File: src/rtl/uart_pkg.sv
// Shared types and helpers for the UART receive path (and the planned TX successor).
package uart_pkg;

    typedef enum logic [2:0] {
        ST_IDLE   = 3'd0,
        ST_START  = 3'd1,
        ST_DATA   = 3'd2,
        ST_PARITY = 3'd3,
        ST_STOP   = 3'd4
    } uart_state_e;

    localparam logic [1:0] DATA_BITS_5 = 2'b00;
    localparam logic [1:0] DATA_BITS_6 = 2'b01;
    localparam logic [1:0] DATA_BITS_7 = 2'b10;
    localparam logic [1:0] DATA_BITS_8 = 2'b11;

    localparam logic PARITY_EVEN = 1'b0;
    localparam logic PARITY_ODD  = 1'b1;

    function automatic logic [3:0] data_bits_count(input logic [1:0] code);
        logic [3:0] n;
        case (code)
            DATA_BITS_5: n = 4'd5;
            DATA_BITS_6: n = 4'd6;
            DATA_BITS_7: n = 4'd7;
            DATA_BITS_8: n = 4'd8;
            default:     n = 4'd8;
        endcase
        return n;
    endfunction

    // Unused upper data bits are zero, so they do not disturb the XOR.
    function automatic logic parity_error(input logic [7:0] data, input logic pbit,
                                          input logic ptype);
        logic ones;
        logic err;
        ones = ^data ^ pbit;
        case (ptype)
            PARITY_EVEN: err = ones;
            PARITY_ODD:  err = ~ones;
            default:     err = 1'b1;
        endcase
        return err;
    endfunction

endpackage

File: src/rtl/uart_baud_tick_gen.sv
// Oversample clock-enable: one-cycle tick every max(div,1) clocks.
// The divisor is reloaded only at terminal count, so changes land at the next wrap.
module uart_baud_tick_gen #(
    parameter int DIV_W = 16
) (
    input  logic             i_clk,
    input  logic             i_rst_n,
    input  logic [DIV_W-1:0] i_div,
    output logic             o_tick
);

    logic [DIV_W-1:0] r_cnt;
    logic [DIV_W-1:0] w_reload;

    assign w_reload = (i_div == '0) ? '0 : i_div - DIV_W'(1);
    assign o_tick   = (r_cnt == '0);

    always_ff @(posedge i_clk or negedge i_rst_n) begin
        if (!i_rst_n) begin
            r_cnt <= '0;
        end else if (r_cnt == '0) begin
            r_cnt <= w_reload;
        end else begin
            r_cnt <= r_cnt - DIV_W'(1);
        end
    end

endmodule

File: src/rtl/uart_rx_engine.sv
// Oversampled UART receiver with majority-vote sampling, false-start rejection
// and a valid/ready output register with parity, stop and overrun reporting.
//
// state  | meaning
// IDLE   | waiting for a synchronised 1->0 edge
// START  | checking the start bit; a high vote rejects it as a glitch
// DATA   | shifting data bits in LSB first
// PARITY | checking the parity bit
// STOP   | sampling one or two stop bits; frame completes at the last third vote
module uart_rx_engine
    import uart_pkg::*;
#(
    parameter int OVERSAMPLE  = 16,
    parameter int DIV_W       = 16,
    parameter int SYNC_STAGES = 2
) (
    input  logic             i_uart_clk,
    input  logic             i_uart_rst_n,
    input  logic             i_uart_rx_sdata,
    input  logic [DIV_W-1:0] i_uart_baud_div,
    input  logic [1:0]       i_uart_data_bits,
    input  logic             i_uart_parity_enable,
    input  logic             i_uart_parity_type,
    input  logic             i_uart_stop_bits,
    input  logic             i_uart_rx_ready,
    output logic             o_uart_rx_valid,
    output logic [7:0]       o_uart_rx_pdata,
    output logic             o_uart_parity_error,
    output logic             o_uart_stop_error,
    output logic             o_uart_overrun,
    output logic             o_uart_rx_busy
);

    localparam int OS_W = $clog2(OVERSAMPLE);
    localparam logic [OS_W-1:0] OS_V1   = OS_W'(OVERSAMPLE / 2 - 1);
    localparam logic [OS_W-1:0] OS_V2   = OS_W'(OVERSAMPLE / 2);
    localparam logic [OS_W-1:0] OS_V3   = OS_W'(OVERSAMPLE / 2 + 1);
    localparam logic [OS_W-1:0] OS_LAST = OS_W'(OVERSAMPLE - 1);

    uart_state_e r_state, w_next;

    logic [SYNC_STAGES-1:0] r_sync;
    logic                   r_rx_d;
    logic                   w_rx;
    logic                   w_fall;
    logic                   w_tick;

    logic [OS_W-1:0] r_os;
    logic [1:0]      r_vote;
    logic            w_maj;
    logic            w_vote3;
    logic            w_end;
    logic            w_complete;

    logic [7:0] r_shift;
    logic [2:0] r_bit_cnt;
    logic       r_stop_cnt;
    logic       r_par_err;
    logic       r_stop_err;

    logic [2:0] r_cfg_last;
    logic       r_cfg_par_en;
    logic       r_cfg_ptype;
    logic       r_cfg_stop2;

    logic       r_valid;
    logic [7:0] r_pdata;
    logic       r_perr_q;
    logic       r_serr_q;
    logic       r_ovr;

    uart_baud_tick_gen #(.DIV_W(DIV_W)) u_tick (
        .i_clk   (i_uart_clk),
        .i_rst_n (i_uart_rst_n),
        .i_div   (i_uart_baud_div),
        .o_tick  (w_tick)
    );

    assign w_rx    = r_sync[SYNC_STAGES-1];
    assign w_fall  = r_rx_d & ~w_rx;
    assign w_maj   = (r_vote[0] & r_vote[1]) | (r_vote[0] & w_rx) | (r_vote[1] & w_rx);
    assign w_vote3 = w_tick && (r_os == OS_V3);
    assign w_end   = w_tick && (r_os == OS_LAST);
    assign w_complete = (r_state == ST_STOP) && w_vote3 && (r_stop_cnt == r_cfg_stop2);

    always_ff @(posedge i_uart_clk or negedge i_uart_rst_n) begin
        if (!i_uart_rst_n) begin
            r_state <= ST_IDLE;
        end else begin
            r_state <= w_next;
        end
    end

    always_comb begin
        w_next = r_state;
        case (r_state)
            ST_IDLE:   if (w_fall) w_next = ST_START;
            ST_START: begin
                if (w_vote3 && w_maj) w_next = ST_IDLE;
                else if (w_end)       w_next = ST_DATA;
            end
            ST_DATA: begin
                if (w_end && (r_bit_cnt == r_cfg_last))
                    w_next = r_cfg_par_en ? ST_PARITY : ST_STOP;
            end
            ST_PARITY: if (w_end) w_next = ST_STOP;
            ST_STOP:   if (w_complete) w_next = ST_IDLE;
            default:   w_next = ST_IDLE;
        endcase
    end

    always_ff @(posedge i_uart_clk or negedge i_uart_rst_n) begin
        if (!i_uart_rst_n) begin
            r_sync       <= '1;
            r_rx_d       <= 1'b1;
            r_os         <= '0;
            r_vote       <= '0;
            r_shift      <= '0;
            r_bit_cnt    <= '0;
            r_stop_cnt   <= 1'b0;
            r_par_err    <= 1'b0;
            r_stop_err   <= 1'b0;
            r_cfg_last   <= 3'd7;
            r_cfg_par_en <= 1'b0;
            r_cfg_ptype  <= 1'b0;
            r_cfg_stop2  <= 1'b0;
        end else begin
            r_sync <= {r_sync[SYNC_STAGES-2:0], i_uart_rx_sdata};
            r_rx_d <= w_rx;
            if (r_state == ST_IDLE) begin
                // Config is frozen here so mid-frame register writes cannot corrupt the frame.
                if (w_fall) begin
                    r_cfg_last   <= 3'(data_bits_count(i_uart_data_bits) - 4'd1);
                    r_cfg_par_en <= i_uart_parity_enable;
                    r_cfg_ptype  <= i_uart_parity_type;
                    r_cfg_stop2  <= i_uart_stop_bits;
                    r_os         <= '0;
                    r_shift      <= '0;
                    r_bit_cnt    <= '0;
                    r_stop_cnt   <= 1'b0;
                    r_par_err    <= 1'b0;
                    r_stop_err   <= 1'b0;
                end
            end else if (w_tick) begin
                r_os <= (r_os == OS_LAST) ? '0 : r_os + OS_W'(1);
                if (r_os == OS_V1) r_vote[0] <= w_rx;
                if (r_os == OS_V2) r_vote[1] <= w_rx;
                if (w_vote3) begin
                    case (r_state)
                        ST_DATA:   r_shift[r_bit_cnt] <= w_maj;
                        ST_PARITY: r_par_err <= parity_error(r_shift, w_maj, r_cfg_ptype);
                        ST_STOP:   if (!w_maj) r_stop_err <= 1'b1;
                        default:   ;
                    endcase
                end
                if (w_end) begin
                    if (r_state == ST_DATA) r_bit_cnt  <= r_bit_cnt + 3'd1;
                    if (r_state == ST_STOP) r_stop_cnt <= 1'b1;
                end
            end
        end
    end

    always_ff @(posedge i_uart_clk or negedge i_uart_rst_n) begin
        if (!i_uart_rst_n) begin
            r_valid  <= 1'b0;
            r_pdata  <= '0;
            r_perr_q <= 1'b0;
            r_serr_q <= 1'b0;
            r_ovr    <= 1'b0;
        end else if (w_complete) begin
            if (r_valid && !i_uart_rx_ready) begin
                r_ovr <= 1'b1;
            end else begin
                r_valid  <= 1'b1;
                r_pdata  <= r_shift;
                r_perr_q <= r_par_err;
                r_serr_q <= r_stop_err | ~w_maj;
                if (r_valid) r_ovr <= 1'b0;
            end
        end else if (r_valid && i_uart_rx_ready) begin
            r_valid <= 1'b0;
            r_ovr   <= 1'b0;
        end
    end

    assign o_uart_rx_valid     = r_valid;
    assign o_uart_rx_pdata     = r_pdata;
    assign o_uart_parity_error = r_perr_q;
    assign o_uart_stop_error   = r_serr_q;
    assign o_uart_overrun      = r_ovr;
    assign o_uart_rx_busy      = (r_state != ST_IDLE);

endmodule

File: config.mk
export PLATFORM = sky130hd
export DESIGN_NAME = uart_rx_engine
export DESIGN_NICKNAME = d
export VERILOG_FILES = /design/src/rtl/uart_pkg.sv /design/src/rtl/uart_baud_tick_gen.sv /design/src/rtl/uart_rx_engine.sv
export SDC_FILE = /design/constraint.sdc
export NUM_CORES = 1
export LEC_CHECK = 0
export CORE_MARGIN = 2
export CORE_UTILIZATION = 51
export DETAILED_ROUTE_END_ITERATION = 6
export GPL_ROUTABILITY_DRIVEN = 0
export PLACE_DENSITY = 0.76
export SLEW_MARGIN = 25
export SYNTH_ARGS = -nofsm -noshare
export SYNTH_HDL_FRONTEND = slang
export SYNTH_HIERARCHICAL = 1
export SYNTH_SLANG_ARGS = --single-unit
File: constraint.sdc
create_clock -name i_uart_clk -period 2.9 [get_ports i_uart_clk]
set_input_delay 0.58 -clock i_uart_clk [delete_from_list [all_inputs] [get_ports i_uart_clk]]
set_output_delay 0.58 -clock i_uart_clk [all_outputs]
set_load 0.005 [all_outputs]
# == Word level (Yosys, flattened, before mapping) ==
# Cells that the tools add are included.
# totals
in_bits,25
reg_bits,60
output_inout_bits,13
wordCells,150
# classes
reduce_logical,36
n_eq_ne,21
bitwise_logic,14
mux,51
addsub,5
magnitude_cmp,2
# op_table
operator,n
3-bit two-way mux,14
8-bit two-way mux,5
16-bit zero test,2
16-bit two-way mux,2
16-bit by 1-bit subtractor with 16-bit output (second input constant),2
1-bit two-way mux,21
4-bit two-way mux,4
4-bit AND reduction,4
3-bit one-hot mux with 5 select lines,1
2-bit nonzero test,7
4-bit == test (second input constant),3
3-bit one-hot mux with 4 select lines,1
2-bit != test (second input constant),5
2-bit AND reduction,5
5-bit AND reduction,2
1-bit logical AND,9
8-bit bitwise mux,1
8-bit XOR reduction,1
3-bit by 2-bit == test with 1-bit output (second input constant),2
1-bit inverter,6
3-bit AND reduction,2
4-bit by 1-bit adder with 4-bit output (second input constant),1
1-bit AND,4
2-bit == test (second input constant),2
other kinds (21),23

# == Logic depth before layout (Yosys ltp) ==
# Gate-level depths: netlist (run 1).
# logic_depth
word_depth,10
depth_mapped,12

# == Hierarchy ==
# The synthesis (run 1) kept the hierarchy.
# modules_own_cells
mod,n_inst,seq_area_each_um2,area_each_um2,cells_per_inst
uart_rx_engine,1,1108.6,2351.0,211
uart_baud_tick_gen,1,400.4,1193.6,130

# == Worst setup path after synthesis (run 1) ==
# No wires, ideal clock.
# synth_timing
kind,register -> register
startpoint,reg u_tick.r_cnt[7]
endpoint,reg r_shift[3]
t_arrival_ns,2.911
path_slack_ns,-0.078
setup_time_ns,0.067
period_less_slack_ns,2.978
required_ns,2.833
n_path_buf,3
stages_incl_launch_ff,11
cell_sequence,dfrtp_1 or4_4 or4_4 nor2_8 buf_4 buf_2 nand4b_4 a21oi_2 and4_1 buf_2 a32o_1
# synth_between
elab_chain_cells,4
elab_cells_between_ends,5
classes_between,5 x reduce/logical
# synth_lines
item,line,rtl
from (decl),uart_baud_tick_gen.sv:12,logic [DIV_W-1:0] r_cnt;
from (signal assigned),uart_baud_tick_gen.sv:22,r_cnt <= w_reload;
from (signal assigned),uart_baud_tick_gen.sv:24,r_cnt <= r_cnt - DIV_W'(1);
16-bit zero test (*),uart_baud_tick_gen.sv:16,assign o_tick = (r_cnt == '0);
via w_tick,uart_rx_engine.sv:46,logic w_tick;
1-bit logical AND,uart_rx_engine.sv:82,assign w_vote3 = w_tick && (r_os == OS_V3);
2-bit nonzero test (no line),n/a,
4-bit AND reduction (no line) (*),n/a,
"to (signal, indexed assignment)",uart_rx_engine.sv:150,ST_DATA: r_shift[r_bit_cnt] <= w_maj;
to (decl),uart_rx_engine.sv:55,logic [7:0] r_shift;
# Mark *: on every way through the listed nets, which the timed path passes. The rest lies on a longest branch.
# A chain may end at the register's enable or synchronous reset.

# == Worst setup path in the final report (run 1) ==
# layout_timing
startpoint,reg u_tick.r_cnt[7]
endpoint,reg r_bit_cnt[2]
# layout_between
elab_chain_cells,4
elab_cells_between_ends,5
classes_between,5 x reduce/logical
# layout_lines
item,line,rtl
16-bit zero test (*),uart_baud_tick_gen.sv:16,
via w_tick,uart_rx_engine.sv:46,
1-bit logical AND,uart_rx_engine.sv:83,assign w_end = w_tick && (r_os == OS_LAST);
2-bit nonzero test (no line),n/a,
4-bit AND reduction (no line) (*),n/a,
to (signal assigned),uart_rx_engine.sv:157,if (r_state == ST_DATA) r_bit_cnt <= r_bit_cnt + 3'd1;
to (decl),uart_rx_engine.sv:56,logic [2:0] r_bit_cnt;
# Marks and branches as above.

==> results of run 1 <==
==> worst reg2reg max path, delay by kind of cell, from the launching register on <==
kind,cells,cell delay (ns)
AND/OR/NAND/NOR,5,1.97
flip-flops,1,0.42
AO/OA/AOI/OAI,2,0.29
==> synthesized netlist by cell type (6+ instances only) <==
master / count / share of area
a21oi_1: 9 / 0.013
buf_2: 7 / 0.0099
dfrtp_1: 54 / 0.38
dfstp_2: 6 / 0.044
ha_1: 11 / 0.039
inv_1: 15 / 0.016
mux2_2: 17 / 0.054
nand2_1: 22 / 0.023
nand3_1: 14 / 0.020
nor2_1: 18 / 0.019
nor3_1: 9 / 0.013
o211ai_1: 6 / 0.013
o21ai_0: 16 / 0.023
o22ai_1: 6 / 0.011
xnor2_1: 17 / 0.042
xor2_1: 18 / 0.044
==> sequential cells by signal, summed over array words and instances, names as in the netlist <==
register,count
r_os,4
r_cfg_last,3
r_stop_cnt,1
r_state,3
u_tick/r_cnt,16
r_bit_cnt,3
r_cfg_stop2,1
o_uart_rx_valid,1
r_rx_d,1
r_vote,2
r_par_err,1
r_cfg_ptype,1
o_uart_overrun,1
r_cfg_par_en,1
o_uart_rx_pdata,8
o_uart_parity_error,1
r_shift,8
o_uart_stop_error,1
r_stop_err,1
r_sync,2
==> routing by layer <==
layer,vias up,track usage,wire length (microns)
li1,1315,-,-
met1,1310,0.246,3100
met2,59,0.334,3590
met3,5,0.0455,243
met4,0,0.0573,74
met5,-,0,0
==> worst max-delay path by stage <==
stage | startpoint | end | slack (ns) | depth (start not counted)
floorplan | u_tick/r_cnt[7]$_DFF_PN0_ | r_shift[3]$_DFFE_PN0P_ | 0.02 | 10
global placement | u_tick/r_cnt[7]$_DFF_PN0_ | r_state[1]$_DFFE_PN0P_ | 0.22 | 7
detailed placement | u_tick/r_cnt[7]$_DFF_PN0_ | r_state[1]$_DFFE_PN0P_ | 0.16 | 7
CTS | u_tick/r_cnt[7]$_DFF_PN0_ | r_bit_cnt[2]$_DFFE_PN0P_ | 0.16 | 7
global route | u_tick/r_cnt[7]$_DFF_PN0_ | o_uart_parity_error$_DFFE_PN0P_ | 0.04 | 7
finish | u_tick/r_cnt[7]$_DFF_PN0_ | r_bit_cnt[2]$_DFFE_PN0P_ | 0.16 | 7
==> stage by stage <==
step	hold slack [ns]	util	instances	worst slack, ns
5_1_grt	0.361	0.613	465	0.0394
2_1_floorplan	0.284	-	341	0.0198
3_5_place_dp	0.349	0.591	450	0.162
3_3_place_gp	0.347	0.591	450	0.220
4_1_cts	0.358	0.613	465	0.159
6_report	0.356	0.613	465	0.155
==> layout make-up <==
| type | instances | area, sq um |
|---|---|---|
| Tap cell | 80 | 100 |
| Inverter | 15 | 56.3 |
| Clock buffer | 15 | 146 |
| Sequential cell | 60 | 1510 |
| Fill cell | 575 | 2610 |
| Timing Repair Buffer | 44 | 418 |
| Multi-Input combinational cell | 251 | 1910 |
==> power by group through the flow <==
stage / Combinational [mW] / Sequential (mW) / Clock, mW
6_report: 0.439 / 1.00 / 0.593
5_1_grt: 0.482 / 1.01 / 0.650
4_1_cts: 0.436 / 1.00 / 0.610
3_5_place_dp: 0.435 / 1.01 / 0
3_3_place_gp: 0.431 / 1.01 / 0
2_1_floorplan: 0.325 / 0.970 / 0
==> kinds of logic (layout without fill, tap and decap cells) <==
| kind of cell | Yosys count | in the layout |
|---|---|---|
| AOI/OAI and AO/OA | 70 | 70 |
| adders and majority gates | 12 | 12 |
| muxes | 19 | 19 |
| DFF | 60 | 60 |
| xor gates and xnor gates | 36 | 36 |
| buffers and inverters | 30 | 74 |
| and+or+nand+nor | 114 | 114 |
==> impl_metrics.py, run 1 <==
metrics = {
    "logic_synthesis": {
        "async_flop_share": 1.00,
        "synth-warning-count": 6,
        "synthAdderAreaFrac": 0.0420,
        "synthesis.nets": 377,
        "syn_inst": 341,
        "post_synth_and_or_nand_nor_area_fraction": 0.201,
        "synth_compound_area_frac": 0.139,
        "synth-edff-count": 0,
        "synth-main-ff-cell": "dfrtp_1",
        "syn_area_sq_um": 3540,
        "synth_xor_area_frac": 0.0928,
        "muxShareOfSynthArea": 0.0597,
        "ys_ff_latch": 60,
        "synth_top_family_by_area": "simple AND/OR/NAND/NOR gates",
        "seq_area_frac_synth": 0.426,
        "synth.distinct_cells": 70,
        "syn_area_per_cell_sq_um": 10.4,
    },
    "sta": {
        "min_period_over_period": 0.947,
        "slew_headroom": 0.509,
        "setup_viol": 0,
        "finalSetupTns_ns": 0,
        "tightest_slew_ns": 0.736,
        "hold_viol": 0,
        "min_period_ns": 2.74,
        "skew_ns": 0.00912,
        "drv_slew": 0,
        "rsz0062_at_grt": "false",
        "fmax_ghz": 0.364,
    },
    "die": {
        "ios": 38,
        "num_rows": 30,
        "dieArea_sq_um": 7630,
        "coreArea_sq_um": 6760,
        "die_h_microns": 87.4,
        "die_w_microns": 87.4,
        "start_util": 0.525,
    },
    "worst_setup_path": {
        "r2r_slack_ns": 0.16,
        "cp_common_cell": "or4_4",
        "end_kind": "flop",
        "cp_top_family": "simple AND/OR/NAND/NOR gates",
        "path_class": "flop to flop",
        "cp_cell_sequence": "or4_4, or4_4, nor2_8, and4_1, a22oi_1, or4_1, a21boi_1",
        "critPathBufInv": 0,
        "rr_startpoint": "u_tick/r_cnt[7]$_DFF_PN0_",
        "crit_path_start_kind": "flop",
        "r2r_end": "r_bit_cnt[2]$_DFFE_PN0P_",
        "worst-r2r-cell-count": 7,
        "crit_slowest_cell": "or4_4",
        "critPathRequiredTime_ns": 3.15,
        "worstPathArrival_ns": 3.00,
        "cpPeakStageDelay_ns": 0.57,
        "crit_fanout": 10,
    },
    "clock_tree": {
        "clock_path_buffers": 2,
        "cts_root_buffer": "clkbuf_8",
        "cts_resized": 0,
        "cts_max_level": 3,
        "cts_tree": "built",
        "hold_buffers": 0,
        "clk_latency_ns": 0.33,
        "numCtsBuffers": 9,
        "clock-sinks": 60,
        "post_cts_buffers": 0,
        "clkTransAtPathRegs_ns": 0.06,
    },
    "grt": {
        "grt_pass1_vias": 2534,
        "grt_start_max_net_pins": 61,
        "grt_usage": 0.195,
        "grt_overflow": 0,
        "antenna_found_initial": 0,
        "grt_pass1_wl_mm": 11.7,
    },
    "power": {
        "clkPwrFrac": 0.292,
        "p_comb_frac": 0.215,
        "sw_frac_of_total": 0.299,
        "irDropWorstVdd_mv": 0.207,
        "p_seq_frac": 0.493,
        "p_leak_nw": 1.75,
        "power.internal_mw": 1.43,
        "power.density_nw_per_um2": 491,
        "power_mw": 2.04,
        "netSwitchingPower_uw": 608,
    },
    "placement": {
        "hpwl_mm": 5.05,
        "portBuffers": 37,
        "place_area_sq_um": 3990,
    },
    "drt": {
        "vias_per_cell": 5.78,
        "drt-initial-drc-count": 230,
        "finalWirelength_mm": 7.01,
        "vias": 2689,
        "drtPass1Iterations": 4,
        "route.detailed.drc": 0,
        "ant_nets": 0,
        "wire_per_inst_microns": 15.1,
    },
    "final_layout": {
        "final_area_sq_um": 4140,
        "final_common_cell": "dfrtp_1",
        "diodes": 0,
        "layout_common_cells": "dfrtp_1 (54), clkdlybuf4s50_1 (36), nand2_1 (22)",
        "layout-drive-gt1-share": 0.164,
        "nets": 417,
        "area_growth_pct": 16.9,
    },
    "min_path": {
        "hold_class": "flop to flop",
        "holdPathEnd": "r_sync[1]$_DFF_PN1_",
        "hold_start": "r_sync[0]$_DFF_PN1_",
        "holdPathStages": 0,
    },
    "run_status": {
        "status": "complete, no violations",
    },
    "run": {
        "cap_violations": 0,
    },
}
(Power assumes the default switching activity.)
==> run 2, diff against run 1 <==
GPL_TIMING_DRIVEN = 0   (was unset)
==> run 2 against run 1 <==
Sequential share of layout area down 0.95 points. Fmax down 0.94%. Combinational power up 13%. Count of clock-buffer cells in the layout down 2. Power up 3.8%. Routed wire length up 1.1%. Highest routed layer unchanged. Clock skew up 0.00071 ns. First-iteration DRC count down 4.3%. Largest cell class unchanged. Core utilization up 1.6 points. Critical path depth unchanged. Worst setup slack worse by 0.026 ns.
==> impl_metrics.py, run 2 (synthesis gave the netlist of run 1 again) <==
metrics = {
    "die": {
        "coreArea_sq_um": 6760,
        "ios": 38,
        "die_w_microns": 87.4,
        "start_util": 0.525,
        "dieArea_sq_um": 7630,
        "num_rows": 30,
        "die_h_microns": 87.4,
    },
    "clock_tree": {
        "clk_latency_ns": 0.34,
        "clock-sinks": 60,
        "cts_tree": "built",
        "cts_root_buffer": "clkbuf_8",
        "clock_path_buffers": 2,
        "clkTransAtPathRegs_ns": 0.06,
        "cts_max_level": 3,
        "numCtsBuffers": 9,
        "hold_buffers": 0,
    },
    "drt": {
        "finalWirelength_mm": 7.09,
        "vias_per_cell": 5.74,
        "vias": 2737,
        "drt-initial-drc-count": 220,
        "ant_nets": 0,
        "route.detailed.drc": 0,
        "wire_per_inst_microns": 14.9,
        "drtPass1Iterations": 4,
    },
    "worst_setup_path": {
        "end_kind": "flop",
        "worstPathArrival_ns": 2.99,
        "rr_startpoint": "u_tick/r_cnt[7]$_DFF_PN0_",
        "crit_fanout": 10,
        "r2r_slack_ns": 0.13,
        "path_class": "flop to flop",
        "worst-r2r-cell-count": 7,
        "crit_path_start_kind": "flop",
        "critPathRequiredTime_ns": 3.12,
        "r2r_end": "r_state[1]$_DFFE_PN0P_",
    },
    "power": {
        "sw_frac_of_total": 0.307,
        "power.density_nw_per_um2": 497,
        "power.internal_mw": 1.46,
        "p_leak_nw": 1.82,
        "clkPwrFrac": 0.304,
        "p_seq_frac": 0.461,
        "irDropWorstVdd_mv": 0.181,
        "netSwitchingPower_uw": 648,
        "p_comb_frac": 0.235,
    },
    "grt": {
        "antenna_found_initial": 0,
        "grt_overflow": 0,
        "grt_pass1_vias": 2689,
        "grt_pass1_wl_mm": 11.9,
        "grt_usage": 0.199,
        "grt_start_max_net_pins": 43,
    },
    "run": {
        "cap_violations": 0,
    },
    "sta": {
        "min_period_over_period": 0.955,
        "fmax_ghz": 0.361,
        "skew_ns": 0.00983,
        "rsz0062_at_grt": "false",
        "finalWorstSetupSlack_ns": 0.129,
        "min_period_ns": 2.77,
        "hold_viol": 0,
        "drv_slew": 0,
        "tightest_slew_ns": 0.696,
        "slew_headroom": 0.532,
        "setup_viol": 0,
        "timing.hold.ws_ns": 0.102,
    },
    "placement": {
        "portBuffers": 37,
        "place_ws_ns": -0.316,
        "hpwl_mm": 5.14,
    },
    "run_status": {
        "status": "complete, no violations",
    },
    "final_layout": {
        "diodes": 0,
        "final_common_cell": "dfrtp_1",
        "regMostFlops": "u_tick/r_cnt",
        "layout-drive-gt1-share": 0.189,
        "layout_common_cells": "dfrtp_1 (54), clkdlybuf4s50_1 (36), nand2_1 (22)",
        "area_growth_pct": 20.0,
        "nets": 428,
        "largest_reg_flops": 16,
    },
    "min_path": {
        "hold_class": "input port to asynchronous set/reset pin",
    },
}
[run 2: worst max-delay path by stage]
stage / start / to / slack [ns] / cells after the start
floorplan: u_tick/r_cnt[7]$_DFF_PN0_ / r_shift[3]$_DFFE_PN0P_ / 0.02 / 10
global placement: i_uart_rst_n / r_os[3]$_DFFE_PN0P_ / -0.62 / 1
detailed placement: u_tick/r_cnt[7]$_DFF_PN0_ / r_state[1]$_DFFE_PN0P_ / -0.32 / 9
CTS: u_tick/r_cnt[7]$_DFF_PN0_ / r_bit_cnt[2]$_DFFE_PN0P_ / 0.06 / 8
global route: u_tick/r_cnt[7]$_DFF_PN0_ / r_state[1]$_DFFE_PN0P_ / 0.05 / 7
finish: u_tick/r_cnt[7]$_DFF_PN0_ / r_state[1]$_DFFE_PN0P_ / 0.13 / 7
[run 2: layout make-up]
type	instances	area, sq um
well taps	80	100
clock buffers	13	149
repair buffers	42	418
multi-input cells	251	1940
clock inverters	3	15.0
inverters	15	56.3
plain buffers	13	71.3
flip-flops and latches	60	1510
fillers	560	2500
[run 2: stage by stage]
step	power (mW)	util	instances	TNS [ns]	cell area, sq um
detailed placement	1.45	0.599	459	-5.34	4050
global placement	1.43	0.597	458	-37.42	4030
finish	2.11	0.630	477	0	4250
global route	2.23	0.630	477	0	4250
CTS	2.11	0.626	477	0	4230
floorplan	1.30	-	341	0	3560
[run 2: layer usage]
layer / vias up / routed length (microns) / track usage
met2: 66 / 3500 / 0.333
met5: - / 0 / 0
met3: 19 / 282 / 0.0389
li1: 1333 / - / -
met1: 1319 / 3100 / 0.242
met4: 0 / 209 / 0.101
[run 2: worst max-delay path, stage by stage, from the launching register on]
cell,delay (ns)
dfrtp_1,0.42
or4_4,0.58
or4_4,0.49
nor2_8,0.21
nand4_1,0.24
nor4_4,0.24
o2111ai_1,0.17
mux2_2,0.30
[run 2: power by group through the flow]
stage	registers (mW)	logic, mW	clock network, mW
finish	0.974	0.497	0.642
global route	0.981	0.552	0.694
CTS	0.971	0.480	0.658
detailed placement	0.985	0.467	0
global placement	0.983	0.450	0
floorplan	0.970	0.325	0
[run 2: timing repair]
| action | CTS | global route |
|---|---|---|
| setup buffers | 3 | 1 |
| setup endpoints to repair | 26 | 4 |
| cloned | 0 | 0 |
| gates resized for setup | 1 | 5 |
| pin swaps | 3 | 1 |
